<file path="src/rtl/apb_uart_slave.sv">
// APB completer for the UART subsystem: register file, TX/RX byte FIFOs,
// and the valid/ready byte handshake towards the UART core.
module apb_uart_slave #(
    parameter int          FIFO_DEPTH  = 4,
    parameter int          WAIT_STATES = 1,
    parameter logic [15:0] DIV_RESET   = 16'd434
) (
    input  logic        PCLK,
    input  logic        PRESET,
    input  logic        PSEL,
    input  logic        PENABLE,
    input  logic        PWRITE,
    input  logic [31:0] PADDR,
    input  logic [31:0] PWDATA,
    output logic [31:0] PRDATA,
    output logic        PREADY,
    output logic        PSLVERR,
    output logic [7:0]  tx_data,
    output logic        tx_valid,
    input  logic        tx_ready,
    input  logic [7:0]  rx_data,
    input  logic        rx_valid,
    output logic [15:0] baud_div,
    output logic        irq
);

    localparam int AW = $clog2(FIFO_DEPTH);
    localparam int CW = AW + 1;
    localparam logic [CW-1:0] FULL_CNT = CW'(FIFO_DEPTH);

    localparam logic [1:0] S_IDLE = 2'd0;
    localparam logic [1:0] S_WAIT = 2'd1;
    localparam logic [1:0] S_DONE = 2'd2;

    logic [1:0]  state;
    logic [2:0]  wcnt;
    logic [2:0]  reg_sel;
    logic        is_write;
    logic [15:0] wdata;

    logic [7:0]    tx_mem [FIFO_DEPTH];
    logic [7:0]    rx_mem [FIFO_DEPTH];
    logic [AW-1:0] tx_wr, tx_rd, rx_wr, rx_rd;
    logic [CW-1:0] tx_count, rx_count;
    logic          overrun;
    logic [3:0]    ctrl;

    logic tx_full, tx_empty, rx_full, rx_empty;
    logic tx_push, tx_pop, rx_push, rx_pop, rx_drop;
    logic ovr_clr, ctrl_we, baud_we, done;
    logic [31:0] rdata, status;
    logic err;
    logic unused_bits;

    assign unused_bits = ^{PADDR[31:5], PADDR[1:0], PWDATA[31:16]};

    // Address/direction/data are frozen in the setup cycle.
    always_ff @(posedge PCLK) begin
        if (PRESET) begin
            state    <= S_IDLE;
            wcnt     <= '0;
            reg_sel  <= '0;
            is_write <= 1'b0;
            wdata    <= '0;
        end else begin
            unique case (state)
                S_IDLE: begin
                    if (PSEL && !PENABLE) begin
                        reg_sel  <= PADDR[4:2];
                        is_write <= PWRITE;
                        wdata    <= PWDATA[15:0];
                        wcnt     <= 3'(WAIT_STATES);
                        state    <= (WAIT_STATES == 0) ? S_DONE : S_WAIT;
                    end
                end
                S_WAIT: begin
                    if (!PSEL)
                        state <= S_IDLE;
                    else if (wcnt <= 3'd1)
                        state <= S_DONE;
                    else
                        wcnt <= wcnt - 3'd1;
                end
                S_DONE:  state <= S_IDLE;
                default: state <= S_IDLE;
            endcase
        end
    end

    assign done     = (state == S_DONE);
    assign tx_full  = (tx_count == FULL_CNT);
    assign tx_empty = (tx_count == '0);
    assign rx_full  = (rx_count == FULL_CNT);
    assign rx_empty = (rx_count == '0);
    assign tx_valid = ctrl[0] & ~tx_empty;
    assign tx_pop   = tx_valid & tx_ready;
    assign tx_data  = tx_mem[tx_rd];

    assign status = {16'b0, 4'(rx_count), 4'(tx_count), 3'b0,
                     overrun, rx_empty, rx_full, tx_empty, tx_full};

    always_comb begin
        rdata   = '0;
        err     = 1'b0;
        tx_push = 1'b0;
        rx_pop  = 1'b0;
        ovr_clr = 1'b0;
        ctrl_we = 1'b0;
        baud_we = 1'b0;
        if (done) begin
            unique case (reg_sel)
                3'd0: begin
                    // A core pop in the same cycle frees the slot.
                    if (is_write && tx_full && !tx_pop) err = 1'b1;
                    else if (is_write)                  tx_push = 1'b1;
                end
                3'd1: begin
                    if (is_write || rx_empty) begin
                        err = 1'b1;
                    end else begin
                        rx_pop = 1'b1;
                        rdata  = {24'b0, rx_mem[rx_rd]};
                    end
                end
                3'd2: begin
                    if (is_write) ovr_clr = wdata[4];
                    else          rdata   = status;
                end
                3'd3: begin
                    if (is_write) ctrl_we = 1'b1;
                    else          rdata   = {28'b0, ctrl};
                end
                3'd4: begin
                    if (is_write) baud_we = 1'b1;
                    else          rdata   = {16'b0, baud_div};
                end
                default: err = 1'b1;
            endcase
        end
    end

    assign PRDATA  = rdata;
    assign PSLVERR = err;
    assign PREADY  = done;

    assign rx_push = rx_valid & ctrl[1] & (~rx_full | rx_pop);
    assign rx_drop = rx_valid & ctrl[1] & rx_full & ~rx_pop;

    always_ff @(posedge PCLK) begin
        if (tx_push) tx_mem[tx_wr] <= wdata[7:0];
        if (rx_push) rx_mem[rx_wr] <= rx_data;
    end

    always_ff @(posedge PCLK) begin
        if (PRESET) begin
            tx_wr    <= '0;
            tx_rd    <= '0;
            tx_count <= '0;
            rx_wr    <= '0;
            rx_rd    <= '0;
            rx_count <= '0;
            overrun  <= 1'b0;
            ctrl     <= '0;
            baud_div <= DIV_RESET;
            irq      <= 1'b0;
        end else begin
            if (tx_push) tx_wr <= tx_wr + 1'b1;
            if (tx_pop)  tx_rd <= tx_rd + 1'b1;
            tx_count <= tx_count + CW'(tx_push) - CW'(tx_pop);
            if (rx_push) rx_wr <= rx_wr + 1'b1;
            if (rx_pop)  rx_rd <= rx_rd + 1'b1;
            rx_count <= rx_count + CW'(rx_push) - CW'(rx_pop);
            // A fresh overrun beats a simultaneous clear.
            overrun  <= rx_drop | (overrun & ~ovr_clr);
            if (ctrl_we) ctrl     <= wdata[3:0];
            if (baud_we) baud_div <= wdata;
            irq <= (ctrl[2] & ~rx_empty) | (ctrl[3] & tx_empty) | overrun;
        end
    end

endmodule

</file>
<file path="config.mk">
export PLATFORM = sky130hd
export DESIGN_NAME = apb_uart_slave
export DESIGN_NICKNAME = d
export VERILOG_FILES = /design/src/rtl/apb_uart_slave.sv
export SDC_FILE = /design/constraint.sdc
export NUM_CORES = 1
export LEC_CHECK = 0
export CORE_UTILIZATION = 31
export CTS_CLUSTER_DIAMETER = 120
export DETAILED_ROUTE_END_ITERATION = 16
export PLACE_DENSITY = 0.54
export SYNTH_ARGS = -nofsm -noshare
export SYNTH_HDL_FRONTEND = slang
export SYNTH_SLANG_ARGS = --single-unit
</file>
<file path="constraint.sdc">
create_clock -name PCLK -period 3.6 [get_ports PCLK]
set_input_delay 0.72 -clock PCLK [delete_from_list [all_inputs] [get_ports PCLK]]
set_output_delay 0.72 -clock PCLK [all_outputs]
set_load 0.01 [all_outputs]
</file>
==> results of run 1 <==
[logic make-up (layout without fill, tap and decap cells)]
group                    after synthesis  count (layout)  synth area share
XOR/XNOR                               9               9           0.01426
AO/OA/AOI/OAI                         64              64           0.07358
AND/OR/NAND/NOR                      167             167            0.1512
buffers and inverters                 58             130           0.05388
adder cells (fa/ha/maj)               16              16           0.03894
flip-flops                           129             129            0.5832
other                                  1              16         0.0006785
multiplexers                          26              26           0.08422
[critical path: stages, from the launching register on]
cell             delay [ns]
dfxtp_1                0.67
mux4_2                 0.60
a22oi_1                0.30
a21oi_1                0.18
clkdlybuf4s50_1        0.52
[synthesized netlist by cell type, drive strengths merged (2+ instances only)]
master  count  area (sq um)
mux2i       6         60.06
dfxtp      65          1301
a21oi      37         188.9
buf        26         176.4
clkbuf     16         61.30
edfxtp     64          1922
mux2        4         45.04
and2        9         61.31
and3        2         12.51
nor2       32         120.1
mux4       16         360.4
nand2b      3         18.77
inv        16         60.06
nand3       4         25.02
ha         14         175.2
xnor2       6         52.55
fa          2         40.04
nand4       2         12.51
nand2      83         311.6
nor3        4         20.02
nor2b       8         50.05
nor3b       6         71.32
a211oi      2         15.01
o21ai       4         20.02
xor2        3         26.28
or3         2         17.52
nand3b      7         52.55
a22oi      13         97.59
[worst max-delay path by stage]
stage                             end  cells past startpoint  slack (ns)      from
final                       PRDATA[2]                      4        0.20      flop
after global routing        PRDATA[4]                      4        0.08      flop
after CTS                   PRDATA[0]                      4        0.05  state[1]
after detailed placement      PSLVERR                      5        0.42  tx_ready
after global placement        PSLVERR                      5        0.42  tx_ready
after floorplan           rx_count[2]                     12        1.09  is_write
[registers in the layout (all words and copies together) (netlist names), 4 cells and up, named ones only]
register,flops
tx_mem,32
baud_div,16
rx_mem,32
wdata,16
ctrl,4
[layer usage]
layer	track usage	routed length, microns	vias to the layer above
li1	-	-	1768
met1	0.1973	6047	1816
met2	0.2570	6449	93
met3	0.03853	607	8
met4	0.04994	90	0
met5	0	0	-
[power by group]
group / switching (W) / total [W] / internal (W)
registers: 0.0000204 / 0.00157 / 0.00155
clock network: 0.000668 / 0.00176 / 0.00110
logic: 0.0000662 / 0.000125 / 0.0000590
total: 0.000754 / 0.00346 / 0.00271
[layout by cell type, fill, tap and decap left out, drive strengths merged, types with 2 or more instances in the layout]
| master | count |
|---|---|
| clkinvlp | 2 |
| xnor2 | 6 |
| mux4 | 16 |
| a21oi | 37 |
| ha | 14 |
| nor2 | 32 |
| conb | 16 |
| and2 | 9 |
| o21ai | 4 |
| nand3 | 4 |
| nor2b | 8 |
| clkinv | 5 |
| inv | 21 |
| a211oi | 2 |
| edfxtp | 64 |
| dfxtp | 65 |
| nand3b | 7 |
| nor3 | 4 |
| nor3b | 6 |
| clkbuf | 17 |
| bufinv | 3 |
| nand4 | 2 |
| or3 | 2 |
| nand2 | 83 |
| clkdlybuf4s50 | 76 |
| and3 | 2 |
| mux2 | 4 |
| nand2b | 3 |
| buf | 6 |
| a22oi | 13 |
| xor2 | 3 |
| mux2i | 6 |
| fa | 2 |
[cell type report]
class / count / area share
clock buffer: 17 / 0.06040
multi-input combinational: 298 / 0.2933
timing repair buffer: 82 / 0.1141
inverter: 16 / 0.008527
sequential: 129 / 0.4578
clock inverter: 15 / 0.02594
tap: 225 / 0.03997
[per-stage QoR]
step	setup slack [ns]	instance area, sq um	util	hold slack (ns)
2_1_floorplan	1.090	5583	-	0.4321
3_3_place_gp	0.4222	6430	0.3705	0.4382
3_5_place_dp	0.4231	6430	0.3705	0.4444
4_1_cts	0.05222	7038	0.4055	0.4527
5_1_grt	0.07857	7043	0.4058	0.4755
6_report	0.1967	7043	0.4058	0.4543
[what timing repair did]
| action | 4_1_cts | 5_1_grt |
|---|---|---|
| resized for setup | 0 | 2 |
| setup endpoints to repair | 0 | 5 |
| hold endpoints to repair | 0 | 0 |
| hold buffers | 0 | 0 |
==> results.md, run 1 <==
- Status: finished clean
- CTS sink count: approximately 130
- Setup CP Type: flop to output port
- Non-Filler Instances: a little under 800
- FP Rows: 48
- Share of post-route cells with drive strength above 1: 0.1293
- Post-DR vias/cell: about 4.7
- Remaining DRCs: 0
- Clk buf depth: 2
- Initial Util: 0.3184
- CTS tree: built
- Fill count: ~1600
- Post-CTS setup buffer count: 0
- Global-route wire length before repair: 20680 microns
- Initial DRC count: approximately 210
- Leak: around 2.4 nW
- H-tree levels: 4
- Post-DRT Antenna Nets: 0
- Final cycle utilization of the critical path: 0.9454
- Post-synth ARST share: 0
- Clk root buf: clkbuf_16
- TritonCTS Buffers: 17
- Core area: between 15000 and 20000 sq um
- Worst slew margin: 0.3362
- Crit-path max FO: 8
- Minimum clock period: about 3.4 ns
- DR WL/cell: approximately 17 microns
- RR Endpoint: rx_count[2]
- Final Hold Fails: 0
- Register area: about 3200 sq um
- F_max: 0.2938 GHz
- Worst-Margin Slew: between 0.9 and 1 ns
- Clk_skew: roughly 0.011 ns
- Hold EP: baud_div[11]
- Worst Hold Class: flop to flop
- FF+latch count, synth: between 100 and 150
- Drt pass-1 iters: 4
- Register area share after synthesis: 0.5832
- IO Pins: around 140
- Max-cap violations: 0
- CTS clock-pin slew for the worst setup and hold paths: 0.06 ns
- Vias post-DR: approximately 3700
- R2R cell count: 11
- Dpl cells: 750
- Clock Latency Late Sink: about 0.42 ns
- Largest net degree at the start of global routing: 54
- RSZ-0062 raised after global routing: false
- Syn Std Cell Area: around 5500 sq um
- Diode count: 0
- Die width: about 140 microns
- DRT Wirelength: between 10000 and 15000 microns
- Dpl hpwl: a little over 9000 microns
- Vias in the first global route: 3683
- Hold_sp: wdata[11]
- Final setup fails: 0
- Final setup TNS: 0 ns
- IO Port Bufs: slightly below 80
- P per Cell Area: 491.7 nW/um^2
- Crit start category: flop
- Syn Inst Count: 470
- Setup crit end kind: output port
- Peak VDD IR: 334.5 uV
- Multi-input combinational cell area: 2066 sq um
- Synth Warn #: 0
- Synth cell types: 53
- Die area: 18370 sq um
- Initial antenna violation count: 0
- Grt ovf: 0
- Max Slew Vio Count: 0
- Gr usage total: 0.1550
- Power consumption: approximately 0.0035 W
- Layout area overhead: 27.44%
- Final layout net count: between 600 and 700
- Critical path data required time: about 2.9 ns
- Syn Area/Cell: between 10 and 15 sq um
- EDFF count, synth: 64
- Worst path arrival time: about 2.7 ns
- Post-synth top flop: dfxtp_1
- Reg2reg start: state[1]
- Die Height: approximately 140 microns
- R2r setup slk: about 0.52 ns
- Hold path depth: 2
- Placer Congestion: around 0.81
Note: power is estimated with default switching activity, not from simulation.
==> inputs of run 2 (changes only) <==
--- a/config.mk
+++ b/config.mk
@@ -5,6 +5,7 @@
 export SDC_FILE = /design/constraint.sdc
 export NUM_CORES = 1
 export LEC_CHECK = 0
+export ABC_CLOCK_PERIOD_IN_PS = 3600
 export CORE_UTILIZATION = 31
 export CTS_CLUSTER_DIAMETER = 120
 export DETAILED_ROUTE_END_ITERATION = 16
==> constraint.sdc (replaced) <==
create_clock -name PCLK -period 3.6 [get_ports PCLK]
set_input_delay 0.9 -clock PCLK [delete_from_list [all_inputs] [get_ports PCLK]]
set_output_delay 0.9 -clock PCLK [all_outputs]
set_load 0.01 [all_outputs]
==> results.md, run 2 (same netlist as run 1, synthesis figures left out) <==
- Global-route wire length before repair: 20340 microns (-1.6%)
- Clk_skew: 0.006884 ns (-0.004390 ns)
- Initial antenna violation count: 0 (unchanged)
- Vias post-DR: 3709 (+0.65%)
- Crit start category: flop
- Most frequent cells in the layout: nand2_1, clkdlybuf4s50_1, dfxtp_1, edfxtp_1, a21oi_1
- TritonCTS Buffers: 17 (unchanged)
- Leak: 2.429 nW (+1.4%)
- P per Cell Area: 481.6 nW/um^2 (-2.1%)
- Dpl hpwl: 9229 microns (-0.18%)
- DRT Wirelength: 13130 microns (-0.50%)
- Worst path arrival time: 2.56 ns (-0.12 ns)
- Crit-path max FO: 8 (unchanged)
- Core area: 17360 sq um (unchanged)
- Share of post-route cells with drive strength above 1: 0.1381 (+0.008789)
- Post-DRT Antenna Nets: 0 (unchanged)
- Remaining DRCs: 0 (unchanged)
- F_max: 0.2887 GHz (-1.7%)
- Final setup TNS: 0 ns (unchanged)
- Max Slew Vio Count: 0 (unchanged)
- DR WL/cell: 16.62 microns (-1.5%)
- Die width: 135.5 microns (unchanged)
- Post-CTS setup buffer count: 0 (unchanged)
- Fin util: 0.4084 (+0.002596)
- Vias in the first global route: 3680 (-0.081%)
- Status: finished clean
- Die Height: 135.5 microns (unchanged)
- Placer Congestion: 0.7736 (-4.8%)
- Peak VDD IR: 337.1 uV (+0.77%)
- Largest net degree at the start of global routing: 38 (-30%)
- Minimum clock period: 3.464 ns (+0.06044 ns)
- Setup CP Type: flop to output port
- Worst Hold Class: flop to flop
- RSZ-0062 raised after global routing: false
- Diode count: 0 (unchanged)
- Register area: 3223 sq um (about the same)
- Initial DRC count: 195 (-5.3%)
- Final Hold Fails: 0 (unchanged)
- IO Port Bufs: 77 (unchanged)
- Drt pass-1 iters: 4 (unchanged)
- Top flop regs: rx_mem (32), tx_mem (32)
- Clk buf depth: 2 (unchanged)
- Final layout net count: 647 (+1.3%)
- Post-cts sizing count: 1 (+1)
- Initial Util: 0.3184 (unchanged)
- FP Rows: 48 (unchanged)
- Post-DR vias/cell: 4.695 (-0.37%)
- Clk root buf: clkbuf_16
- Final setup fails: 0 (unchanged)
- Commonest non-fill, non-tap cell in the layout: nand2_1
- Setup crit end kind: output port
- Worst-Margin Slew: 0.7778 ns (-0.2179 ns)
- Max-cap violations: 0 (unchanged)
- CTS sink count: 129 (unchanged)
- Final cycle utilization of the critical path: 0.9621 (+0.01679)
- CTS tree: built
- Multi-input combinational cell area: 2066 sq um (unchanged)
- IO Pins: 139 (unchanged)
- CTS clock-pin slew for the worst setup and hold paths: 0.06 ns (about the same)
- Cts hold-fix bufs: 0 (unchanged)
- Layout area overhead: 28.25%
- H-tree levels: 4 (unchanged)
- Grt ovf: 0 (unchanged)
- Gr usage total: 0.1521 (-0.002890)
- Fill count: 1629 (-0.97%)
- Clock Latency Late Sink: 0.42 ns (about the same)
- Worst slew margin: 0.4800 (+0.1438)
- Critical path data required time: 2.70 ns (-0.18 ns)
- Die area: 18370 sq um (unchanged)
[run 2: cell count changes in the layout (fill, tap and decap cells not counted), sizes merged]
cell and delta:
buf +8, clkbuf +2, inv -3, clkinvlp +1
[run 2: worst paths after layout]
path / start / endpoint / slack (ns) / cells after the start
setup / recovery: rx_count[0] / PRDATA[2] / 0.14 / 5
hold / removal: wdata[12] / baud_div[12] / 0.45 / 2
setup reg to reg: state[1] / rx_count[2] / 0.87 / 12
hold reg to reg: wdata[12] / baud_div[12] / 0.45 / 2
[run 2: area by class of cell]
class / instances / area share
timing repair buffer: 90 / 0.1218
tap: 225 / 0.03972
multi-input combinational: 298 / 0.2914
clock inverter: 13 / 0.02277
sequential: 129 / 0.4547
inverter: 16 / 0.008473
clock buffer: 19 / 0.06108
[run 2: report_power, final]
part,switching [W],total (W),internal [W]
logic,0.0000684,0.000128,0.0000599
clock network,0.000625,0.00171,0.00109
registers,0.0000188,0.00157,0.00155
[run 2: metrics by stage]
stage / cell area, sq um / cells / total power [W] / worst slack [ns] / hold slack (ns)
2_1_floorplan: 5583 / 485 / 0.001677 / 1.010 / 0.4321
3_3_place_gp: 6490 / 758 / 0.001727 / 0.1363 / 0.4421
3_5_place_dp: 6490 / 758 / 0.001730 / 0.1237 / 0.4476
4_1_cts: 7088 / 790 / 0.003449 / 0.1217 / 0.4550
5_1_grt: 7088 / 790 / 0.003526 / 0.03632 / 0.4685
6_report: 7088 / 790 / 0.003414 / 0.1363 / 0.4542
[run 2: per-layer routing]
metal,wire length [microns],global-route usage,vias up
met2,6457,0.2444,114
met3,710,0.04078,16
met4,257,0.06305,0
li1,-,-,1786
met5,0,0,-
met1,5704,0.1930,1793
[run 2: critical path, cell delays in order (launching register included)]
cell             delay, ns
dfxtp_1               0.35
or3_1                 0.51
and2_1                0.29
a22oi_1               0.32
a21oi_1               0.16
clkdlybuf4s50_1       0.53
==> RTL edit 1 (settings of run 1) <==
`FIFO_DEPTH`: 4 -> 2.
--- a/src/rtl/apb_uart_slave.sv
+++ b/src/rtl/apb_uart_slave.sv
@@ -3,3 +3,3 @@
 module apb_uart_slave #(
-    parameter int          FIFO_DEPTH  = 4,
+    parameter int          FIFO_DEPTH  = 2,
     parameter int          WAIT_STATES = 1,
Behaviour: not the same (Yosys sat finds a counterexample within 10 cycles, from zero or initial values and one cycle with PRESET high).
==> RTL edit 1 against run 1 <==
- sequential share of layout area decreased by 4.7 points
- area after synthesis decreased by 29%
- sequential cell count decreased by 40
- critical path depth increased by 1
- register-to-register slack improved by 680 ps
- worst setup slack improved by 120 ps
- first-iteration DRC count decreased by 36%
- cell area decreased by 27%
- wire length decreased by 30%
- non-clock buffer count increased by 1
- total power decreased by 35%
- synthesized cell count decreased by 15%
- largest power group is now sequential cells
==> RTL edit 1: results (changes against run 1) <==
| Metric | Value |
|---|---|
| Number of synthesized flops with an enable pin | 32 (was 64) |
| Worst r2r path cells | 9 (was 11) |
| Die Span X | 114 µm (was 136 µm) |
| Status | completed (unchanged) |
| Routed met2 length | 4460 µm (was 6450 µm) |
| DP HPWL | 6750 µm (was 9250 µm) |
| Total of clock buffers placed in the layout | 10 (was 17) |
| Ranking of synthesized cells by area | dfxtp_1, edfxtp_1, nand2_1, a21oi_1, mux2_2 (was edfxtp_1, dfxtp_1, mux4_2, nand2_1, a21oi_1) |
| Signal inverters | 9 (was 16) |
| Vias | 2939 (was 3685) |
| Buffers, non-clock | 83 (was 82) |
| #MultiIn Comb | 276 (was 298) |
| Worst-Margin Slew | 1020 ps (was 996 ps) |
| Signal buf overhead | 15.9% (was 11.4%) |
| Avg WL per Cell | 14.4 µm (was 16.9 µm) |
| DR iter-0 viols | 131 (was 206) |
| Via/cell ratio | 4.59 (was 4.71) |
| Nets | 553 (was 639) |
| GPL Wtd Cong | 0.799 (was 0.812) |
| Clock insertion delay at the later pin of the skew report | 340 ps (was 420 ps) |
| Placed Instances | 625 (was 750) |
| Num CTS Buffers | 9 (was 17) |
| Met2 Use GR | 25.1% (was 25.7%) |
| Post-synth top cells | nand2_1, dfxtp_1, a21oi_1 (was nand2_1, dfxtp_1, edfxtp_1) |
| Synth cell types | 47 (was 53) |
| Largest net degree at the start of global routing | 58 (was 54) |
| Multi-input gate area | 1610 µm² (was 2070 µm²) |
| Htree depth | 3 (was 4) |
| Crit-path max FO | 7 (was 8) |
| Sequential share of the synthesized area | 53.9% (was 58.3%) |
| Syn_area_per_cell | 9.80 µm² (was 11.8 µm²) |
| Yosys reg bits | 89 (was 129) |
| Met1 Use GR | 18.8% (was 19.7%) |
| LEAKAGE | 1.79 nW (was 2.40 nW) |
| All-layer global routing usage | 15.1% (was 15.5%) |
| Global-route wire length before repair | 14800 µm (was 20700 µm) |
[RTL edit 1: cell types whose count changed after synthesis, sizes merged, moves of 8 or more]
| cell | change |
|---|---|
| edfxtp | -32 |
| mux4 | -16 |
| dfxtp | -8 |
| mux2 | +10 |
| ha | -8 |
[RTL edit 1: kinds of logic after synthesis]
logic type | after synthesis | synth area share (%)
AO/OA/AOI/OAI | 67 | 10.6
other | 1 | 0.0961
buffers and inverters | 48 | 6.41
flip-flops | 89 | 53.9
adder cells (fa/ha/maj) | 6 | 1.92
AND/OR/NAND/NOR | 160 | 19.9
multiplexers | 20 | 5.58
XOR/XNOR | 7 | 1.57
[RTL edit 1: path summary, 6_finish.rpt]
path	end	slack (ps)
min	baud_div[11]$_SDFFE_PP0P_	450
max	PRDATA[0]	320
min reg2reg	baud_div[11]$_SDFFE_PP0P_	450
max reg2reg	rx_count[1]$_SDFF_PP0_	1200
[RTL edit 1: critical path, stage by stage (launching register included)]
cell and delay, ps:
dfxtp_1 440, nor2b_1 290, nor4b_2 600, a22oi_1 160, a21oi_1 180, clkdlybuf4s50_1 560
[RTL edit 1: power breakdown]
group          leakage (nW)  total, mW  internal, mW  switching [mW]
logic                 0.880      0.119        0.0603          0.0589
registers             0.747       1.07          1.05          0.0194
clock network         0.159       1.06         0.680           0.382
[RTL edit 1: per-stage QoR]
step / utilization (%) / power (mW) / setup WS [ps]
2_1_floorplan: - / 1.17 / 1460
3_3_place_gp: 39.2 / 1.21 / 572
3_5_place_dp: 39.2 / 1.22 / 568
4_1_cts: 42.0 / 2.28 / 339
5_1_grt: 42.0 / 2.33 / 208
6_report: 42.0 / 2.25 / 317
==> RTL edit 2 (settings of run 1) <==
Without the edit above. The output `irq` loses its register stage (`irq` becomes a continuous assignment).
--- a/src/rtl/apb_uart_slave.sv
+++ b/src/rtl/apb_uart_slave.sv
@@ -164,3 +164,2 @@
             baud_div <= DIV_RESET;
-            irq      <= 1'b0;
         end else begin
@@ -176,3 +175,2 @@
             if (baud_we) baud_div <= wdata;
-            irq <= (ctrl[2] & ~rx_empty) | (ctrl[3] & tx_empty) | overrun;
         end
@@ -180,2 +178,4 @@
 
+    assign irq = (ctrl[2] & ~rx_empty) | (ctrl[3] & tx_empty) | overrun;
+
 endmodule
Formal check against the unedited RTL: not equivalent (Yosys sat finds a counterexample within 4 cycles, from zero or initial values and one cycle with PRESET high).
==> RTL edit 2 against run 1 <==
- sequential cell count decreased by 1
- wire length decreased by 0.50%
- non-clock buffer count increased by 6
- worst setup slack got worse by 17 ps
- global-route usage decreased by 0.36 points
- cell area increased by 0.53%
- total power decreased by 1.3%
- area after synthesis decreased by 0.27%
- critical path type is now in2out
- largest cell class unchanged
==> RTL edit 2: results (changes against run 1) <==
| Metric | Value |
|---|---|
| Largest stage delay, worst path | 530 ps (was 670 ps) |
| Internal cell power | 2.64 mW (was 2.71 mW) |
| Ys flop type | edfxtp_1 (was dfxtp_1) |
| Delay-heaviest family, CP | buffers and inverters (was flip-flops) |
| Clock Skew | 8.13 ps (was 11.3 ps) |
| Overall Power | 3.42 mW (was 3.46 mW) |
| Placed Area | 6480 µm² (was 6430 µm²) |
| Vias in the first global route | 3748 (was 3683) |
| Hold slack | 454 ps (about the same) |
| Final std cells w/o fill | 792 (was 782) |
| Syn_area_per_cell | 11.6 µm² (was 11.8 µm²) |
| Crit-path max FO | 2 (was 8) |
| Peak Freq | 0.292 GHz (was 0.294 GHz) |
| Post-synthesis adder-cell area fraction | 3.90% (was 3.89%) |
| Ranking of synthesized cells by area | edfxtp_1, dfxtp_1, mux4_2, nand2_1, a21oi_1 (unchanged) |
| LEAKAGE | 2.46 nW (was 2.40 nW) |
| All-layer global routing usage | 15.1% (was 15.5%) |
| DP HPWL | 9370 µm (was 9250 µm) |
| Vias | 3785 (was 3685) |
| VDD IR max | 325 µV (was 335 µV) |
| Place WS | 83.1 ps (was 423 ps) |
| Detailed Route WL | 13100 µm (was 13200 µm) |
| Mux contribution to synthesized area | 8.24% (was 8.42%) |
| Nets | 649 (was 639) |
| Post-Synth XOR/XNOR Area | 1.43% (about the same) |
| Fillers | 1659 (was 1645) |
| Worst R2R Setup Slack | 970 ps (was 520 ps) |
| Clk power | 1.72 mW (was 1.76 mW) |
| Reg power frac | 45.7% (was 45.4%) |
| Slew HR | 32.0% (was 33.6%) |
| Clock insertion delay at the later pin of the skew report | 410 ps |
| Worst setup endpoint | PSLVERR (was PRDATA[2]) |
| Post-synth top cells | nand2_1, dfxtp_1, edfxtp_1 (unchanged) |
| First-pass detailed-route iteration total | 4 (unchanged) |
| Compound-Gate Fraction of Synth Area | 8.20% (was 7.36%) |
| DR iter-0 viols | 174 (was 206) |
| Status | completed (unchanged) |
| Largest net degree at the start of global routing | 55 (was 54) |
| Data arrival, critical path | 2700 ps (was 2680 ps) |
| Max stage delay cell, worst path | clkdlybuf4s50_1 (was dfxtp_1) |
| Global-route wire length before repair | 20400 µm (was 20700 µm) |
| Placed Instances | 760 (was 750) |
[RTL edit 2: cell types whose count changed after synthesis, moves of 3 or more]
cell	delta
and2_1	+5
and2_2	-4
nor2_1	-4
clkbuf_1	+3
nor2b_1	+3
[RTL edit 2: final cells by class]
cell class	count	area, µm²	share of cell area [%]
tap	225	282	3.98
clock buffer	17	425	6.01
clock inverter	15	174	2.46
inverter	17	63.8	0.901
sequential	128	3200	45.2
multi-input combinational	302	2080	29.4
timing repair buffer	88	848	12.0
[RTL edit 2: layer usage]
layer,vias up,wire length (µm),global-route usage (%)
li1,1800,-,-
met1,1863,5550,18.5
met2,110,6820,26.2
met3,12,614,3.44
met4,0,148,5.12
met5,-,0,0
[RTL edit 2: repair_timing]
| action | CTS | global route |
|---|---|---|
| endpoints found under the hold margin | 0 | 0 |
| gates resized for setup | 0 | 1 |
| setup endpoints to repair | 0 | 1 |
